File: config.mk
export PLATFORM = sky130hd
export DESIGN_NAME = counter_scheduler
export DESIGN_NICKNAME = d
export VERILOG_FILES = /design/src/rtl/counter_sched_pkg.sv /design/src/rtl/counter_scheduler_rr_arbiter2.sv /design/src/rtl/counter_scheduler.sv
export SDC_FILE = /design/constraint.sdc
export NUM_CORES = 1
export LEC_CHECK = 0
export ABC_AREA = 1
export ABC_CLOCK_PERIOD_IN_PS = 3100
export BUFFER_PORTS_ARGS = -buffer_cell sky130_fd_sc_hd__buf_2
export CAP_MARGIN = 20
export CORE_ASPECT_RATIO = 1.2
export CORE_MARGIN = 5
export CORE_UTILIZATION = 40
export CTS_CLUSTER_DIAMETER = 100
export DETAILED_ROUTE_END_ITERATION = 8
export PLACE_DENSITY_LB_ADDON = 0.05
export SYNTH_ARGS = -nofsm -noshare
export SYNTH_HDL_FRONTEND = slang
export SYNTH_SLANG_ARGS = --single-unit
File: constraint.sdc
create_clock -name clk -period 3.1 [get_ports clk]
set_clock_uncertainty 0.1 [all_clocks]
set_input_delay 0.62 -clock clk [delete_from_list [all_inputs] [get_ports clk]]
set_output_delay 0.62 -clock clk [all_outputs]
set_load 0.02 [all_outputs]
File: src/rtl/counter_sched_pkg.sv
// Shared types for the counter scheduler: FSM state encoding and default counter width.
// Pure declarations; no latency or backpressure of its own.
package counter_sched_pkg;

    localparam int COUNTER_W = 4;

    typedef enum logic [1:0] {
        IDLE = 2'd0,
        LOAD = 2'd1,
        RUN  = 2'd2,
        DONE = 2'd3
    } state_t;

endpackage

File: src/rtl/counter_scheduler_rr_arbiter2.sv
// Two-way arbiter, combinational one-hot grant; round-robin pointer when COUNTER_SCHED_RR_EN is set, else fixed priority to 0.
// Zero latency; the pointer only moves on an advance with a live grant.
module rr_arbiter2
    import counter_sched_pkg::*;
(
    input  logic       clk,
    input  logic       reset,
    input  logic [1:0] req,
    input  logic       advance,
    output logic [1:0] grant
);

`ifdef COUNTER_SCHED_RR_EN
    logic prio;

    always_comb begin
        grant = 2'b00;
        if (prio == 1'b0) begin
            if (req[0])      grant = 2'b01;
            else if (req[1]) grant = 2'b10;
        end else begin
            if (req[1])      grant = 2'b10;
            else if (req[0]) grant = 2'b01;
        end
    end

    // After granting requester 0 the pointer favours 1, and vice versa.
    always_ff @(posedge clk) begin
        if (reset)
            prio <= 1'b0;
        else if (advance && (grant != 2'b00))
            prio <= grant[0];
    end
`else
    wire unused_ok = &{1'b0, clk, reset, advance};

    always_comb begin
        grant = 2'b00;
        if (req[0])      grant = 2'b01;
        else if (req[1]) grant = 2'b10;
    end
`endif

endmodule

File: src/rtl/counter_scheduler.sv
// Schedules count jobs from two requesters onto one shared up/down counter; arbitration policy set by COUNTER_SCHED_RR_EN.
// done arrives 3+N cycles after accept; req_ready is held low whenever a job is in flight.
module counter_scheduler
    import counter_sched_pkg::*;
#(
    parameter int W = COUNTER_W
) (
    input  logic           clk,
    input  logic           reset,
    input  logic [1:0]     req_valid,
    output logic [1:0]     req_ready,
    input  logic [2*W-1:0] req_start,
    input  logic [2*W-1:0] req_target,
    input  logic [1:0]     req_down,
    output logic           cnt_en,
    output logic           cnt_load,
    output logic           cnt_mode,
    output logic [W-1:0]   cnt_din,
    input  logic [W-1:0]   cnt_q,
    output logic           busy,
    output logic           done,
    output logic           done_id
);

    state_t         state;
    logic [W-1:0]   start_q;
    logic [W-1:0]   target_q;
    logic           down_q;
    logic           id_q;
    logic [1:0]     grant;
    logic           accept;
    logic           win;

    rr_arbiter2 u_arb (
        .clk     (clk),
        .reset   (reset),
        .req     (req_valid),
        .advance (accept),
        .grant   (grant)
    );

    assign req_ready = ((state == IDLE) && !reset) ? grant : 2'b00;
    assign accept    = |(req_ready & req_valid);
    assign win       = req_ready[1];

    always_ff @(posedge clk) begin
        if (reset) begin
            state    <= IDLE;
            start_q  <= '0;
            target_q <= '0;
            down_q   <= 1'b0;
            id_q     <= 1'b0;
        end else begin
            case (state)
                IDLE: begin
                    if (accept) begin
                        start_q  <= win ? req_start[2*W-1:W]  : req_start[W-1:0];
                        target_q <= win ? req_target[2*W-1:W] : req_target[W-1:0];
                        down_q   <= req_down[win];
                        id_q     <= win;
                        state    <= LOAD;
                    end
                end
                LOAD: state <= RUN;
                RUN: begin
                    if (cnt_q == target_q)
                        state <= DONE;
                end
                DONE:    state <= IDLE;
                default: state <= IDLE;
            endcase
        end
    end

    // The terminal compare is live on cnt_q so the step that reaches target is the last one issued.
    always_comb begin
        cnt_en   = 1'b0;
        cnt_load = 1'b0;
        cnt_mode = 1'b0;
        cnt_din  = '0;
        case (state)
            LOAD: begin
                cnt_en   = 1'b1;
                cnt_load = 1'b1;
                cnt_din  = start_q;
            end
            RUN: begin
                if (cnt_q != target_q) begin
                    cnt_en   = 1'b1;
                    cnt_mode = down_q;
                end
            end
            default: ;
        endcase
    end

    assign busy    = (state != IDLE);
    assign done    = (state == DONE);
    assign done_id = done & id_q;

endmodule

==> results.yml <==
clocking:
  cts-buffers-inserted: 3
  clock_tree.htree_level_count: 1
  postcts_setup_bufs: 0
  worst_setup_hold_path_clk_slew_ns: 0.08
  post_cts_resized: 0
  cts_buffer_depth: 2
  clockRootBuffer: "clkbuf_4"
  count_of_hold_buffers_inserted_by_post_cts_repair: 0
  cts_tree: "yes"
  clkSinkCount: 12
  insertion_delay_ns: 0.27
grt:
  grt_overflow_total: 0
  grt_max_degree: 20
  grt_antenna_before_repair: 0
  grt_use_total_pct: 13.4
  first_global_vias: 851
  grt_pass1_wl_um: 3440
status:
  outcome: "complete, no violations"
die:
  fp.dieW_um: 53.6
  die_h_um: 62.3
  initial_core_util_pct: 40.9
  floorplan.die_area_um2: 3340
  floorplan.core_area_um2: 2230
  num_rows: 19
  num_io_pins: 38
critical_path:
  critical_path.n_buffers_inverters: 4
  cpMostUsedCell: "inv_2"
  slowest_stage: "dfxtp_1"
  critical_path.cell_chain: "inv_1, ha_1, inv_2, nor2_4, inv_2, nor2_8, buf_2"
  cp_slowest_stage_delay_ns: 0.34
  arrival_ns: 1.70
  critPathMaxFanout: 11
  path_delay_family: "buffers and inverters"
  cp.required_ns: 2.38
  timing.setup.critical_path_class: "flop to output pin"
  timing.critical_path.to_type: "output pin"
  critical_path.startpoint_type: "flop"
placement:
  gpl.final_weighted_congestion: 0.731
  place.port_buffers: 37
  detailed_place_hpwl_um: 1570
  dpl_cell_area_um2: 1080
power_and_ir_drop:
  pwr_per_cell_area_nw_per_um2: 584
  max-vdd-ir-drop_uv: 382
  leakagePower_nw: 0.593
yosys:
  sequential_cell_area_fraction_in_the_yosys_report_pct: 26.3
  synth-seq-cells: 12
  synth_fp_nets: 154
  netlist.area_leader.share_pct: 26.3
  count_of_different_cell_masters_after_synthesis: 23
  synthCells: 123
  syn_area_um2: 913
  synth_area_leaders: "dfxtp_1 26%, a31oi_2 11%, nand2_1 11%, o21ai_0 9.9%, inv_1 9.0%"
  ys_warn_count: 0
  post_synth.cell_area_avg_um2: 7.43
  yosys.area.top_type: "dfxtp_1"
sta:
  grt_setup_unrepaired: "no"
  worstMarginPinSlew_ns: 0.551
  fmax_ghz: 0.413
  slew_violations: 0
  post-route-period-util_pct: 78.2
  setup_viol: 0
  final.hold.worst_slack_ns: 0.438
  hold_viol_final: 0
  timing.slew.headroom_pct: 63.2
  finalWorstPathRequiredPeriod_ns: 2.42
  fin_setup_tns_ns: 0
finish:
  postLayoutCoreUtil_pct: 49.4
  final_cell_area_um2: 1100
  most-common-layout-cells: "37 x buf_2, 26 x nand2_1, 22 x inv_1"
  antennaDiodeCount: 0
  finish.net_count: 191
  layout_commonest_cell: "buf_2"
  syn_to_final_growth_pct: 20.8
  layout-drive-gt1-share_pct: 40.5
route:
  firstDrtPassIters: 4
  sum_of_met3_wire_segment_lengths_after_detailed_routing_um: 106
  drt_iter0_markers: 5
  route.antenna.remaining_nets: 0
  routed-via-count: 853
  routedWlPerCell_um: 10.7
  routed_length_on_met1_um: 945
  route.met2.wl_um: 954
  dr.max_layer_used: "met4"
  drc_errors: 0
  wl_um: 2020
  route.detailed.vias_per_inst: 4.51
run:
  maxCapViolCount: 0
min_path:
  min-delay-path-class: "flop to flop"
==> worst min-delay path: cells and delay by family (launching register included) <==
kind               cells  cell delay, ns
AOI/OAI and AO/OA      2            0.18
DFF                    1            0.32
==> sequential cells by signal, indices dropped and copies added (netlist names) <==
register / count
state: 2
start_q: 4
down_q: 1
id_q: 1
target_q: 4
==> power breakdown <==
part / internal, mW / switching [mW] / leakage (nW)
Sequential: 0.191 / 0.0247 / 0.0988
Clock: 0.0448 / 0.0495 / 0.0138
Combinational: 0.117 / 0.217 / 0.481
Total: 0.353 / 0.291 / 0.593
==> area by class of cell <==
cell class / count / area, um^2
Inverter: 25 / 93.8
Multi-Input combinational cell: 81 / 523
Clock buffer: 3 / 22.5
Fill cell: 260 / 1130
Tap cell: 31 / 38.8
Timing Repair Buffer: 37 / 185
Sequential cell: 12 / 240
==> worst paths after layout <==
kind	endpoint	cells past startpoint	slack, ns	from
setup / recovery	req_ready[1]	7	0.68	state[0]$_SDFFE_PP0P_
hold / removal	start_q[3]$_SDFFE_PP0P_	2	0.44	start_q[3]$_SDFFE_PP0P_
setup reg to reg	start_q[0]$_SDFFE_PP0P_	8	1.12	state[0]$_SDFFE_PP0P_
hold reg to reg	start_q[3]$_SDFFE_PP0P_	2	0.44	start_q[3]$_SDFFE_PP0P_
==> Yosys cell counts <==
cell type / instances
nand2_1: 26
inv_1: 22
o21ai_0: 18
dfxtp_1: 12
a31oi_2: 8
nand2_2: 7
nor2_1: 6
ha_1: 5
a21oi_1: 3
inv_2: 3
a21oi_4: 1
a31oi_1: 1
buf_12: 1
buf_2: 1
buf_6: 1
buf_8: 1
clkbuf_2: 1
nand2_4: 1
nand3_1: 1
nor2_4: 1
nor2_8: 1
o211ai_2: 1
o21ai_2: 1
==> stage by stage <==
stage	cells	worst slack, ns	total power, mW
2_1_floorplan	123	1.10	0.489
3_3_place_gp	186	0.958	0.552
6_report	189	0.676	0.645
4_1_cts	189	0.664	0.653
5_1_grt	189	0.559	0.700
3_5_place_dp	186	0.951	0.557
==> cell families after synthesis <==
| kind of cell | count (synthesis) | synth area share (%) |
|---|---|---|
| AOI/OAI and AO/OA | 33 | 27.3 |
| adders and majority gates | 5 | 6.85 |
| DFF | 12 | 26.3 |
| buffers and inverters | 30 | 16.4 |
| and+or+nand+nor | 43 | 23.1 |
==> routing by layer <==
layer | global-route usage (%) | vias up
met1 | 17.0 | 371
met2 | 21.2 | 20
li1 | - | 460
met3 | 2.87 | 2
met4 | 5.75 | 0
met5 | 0 | -
Power figures use the tool's default switching activity.
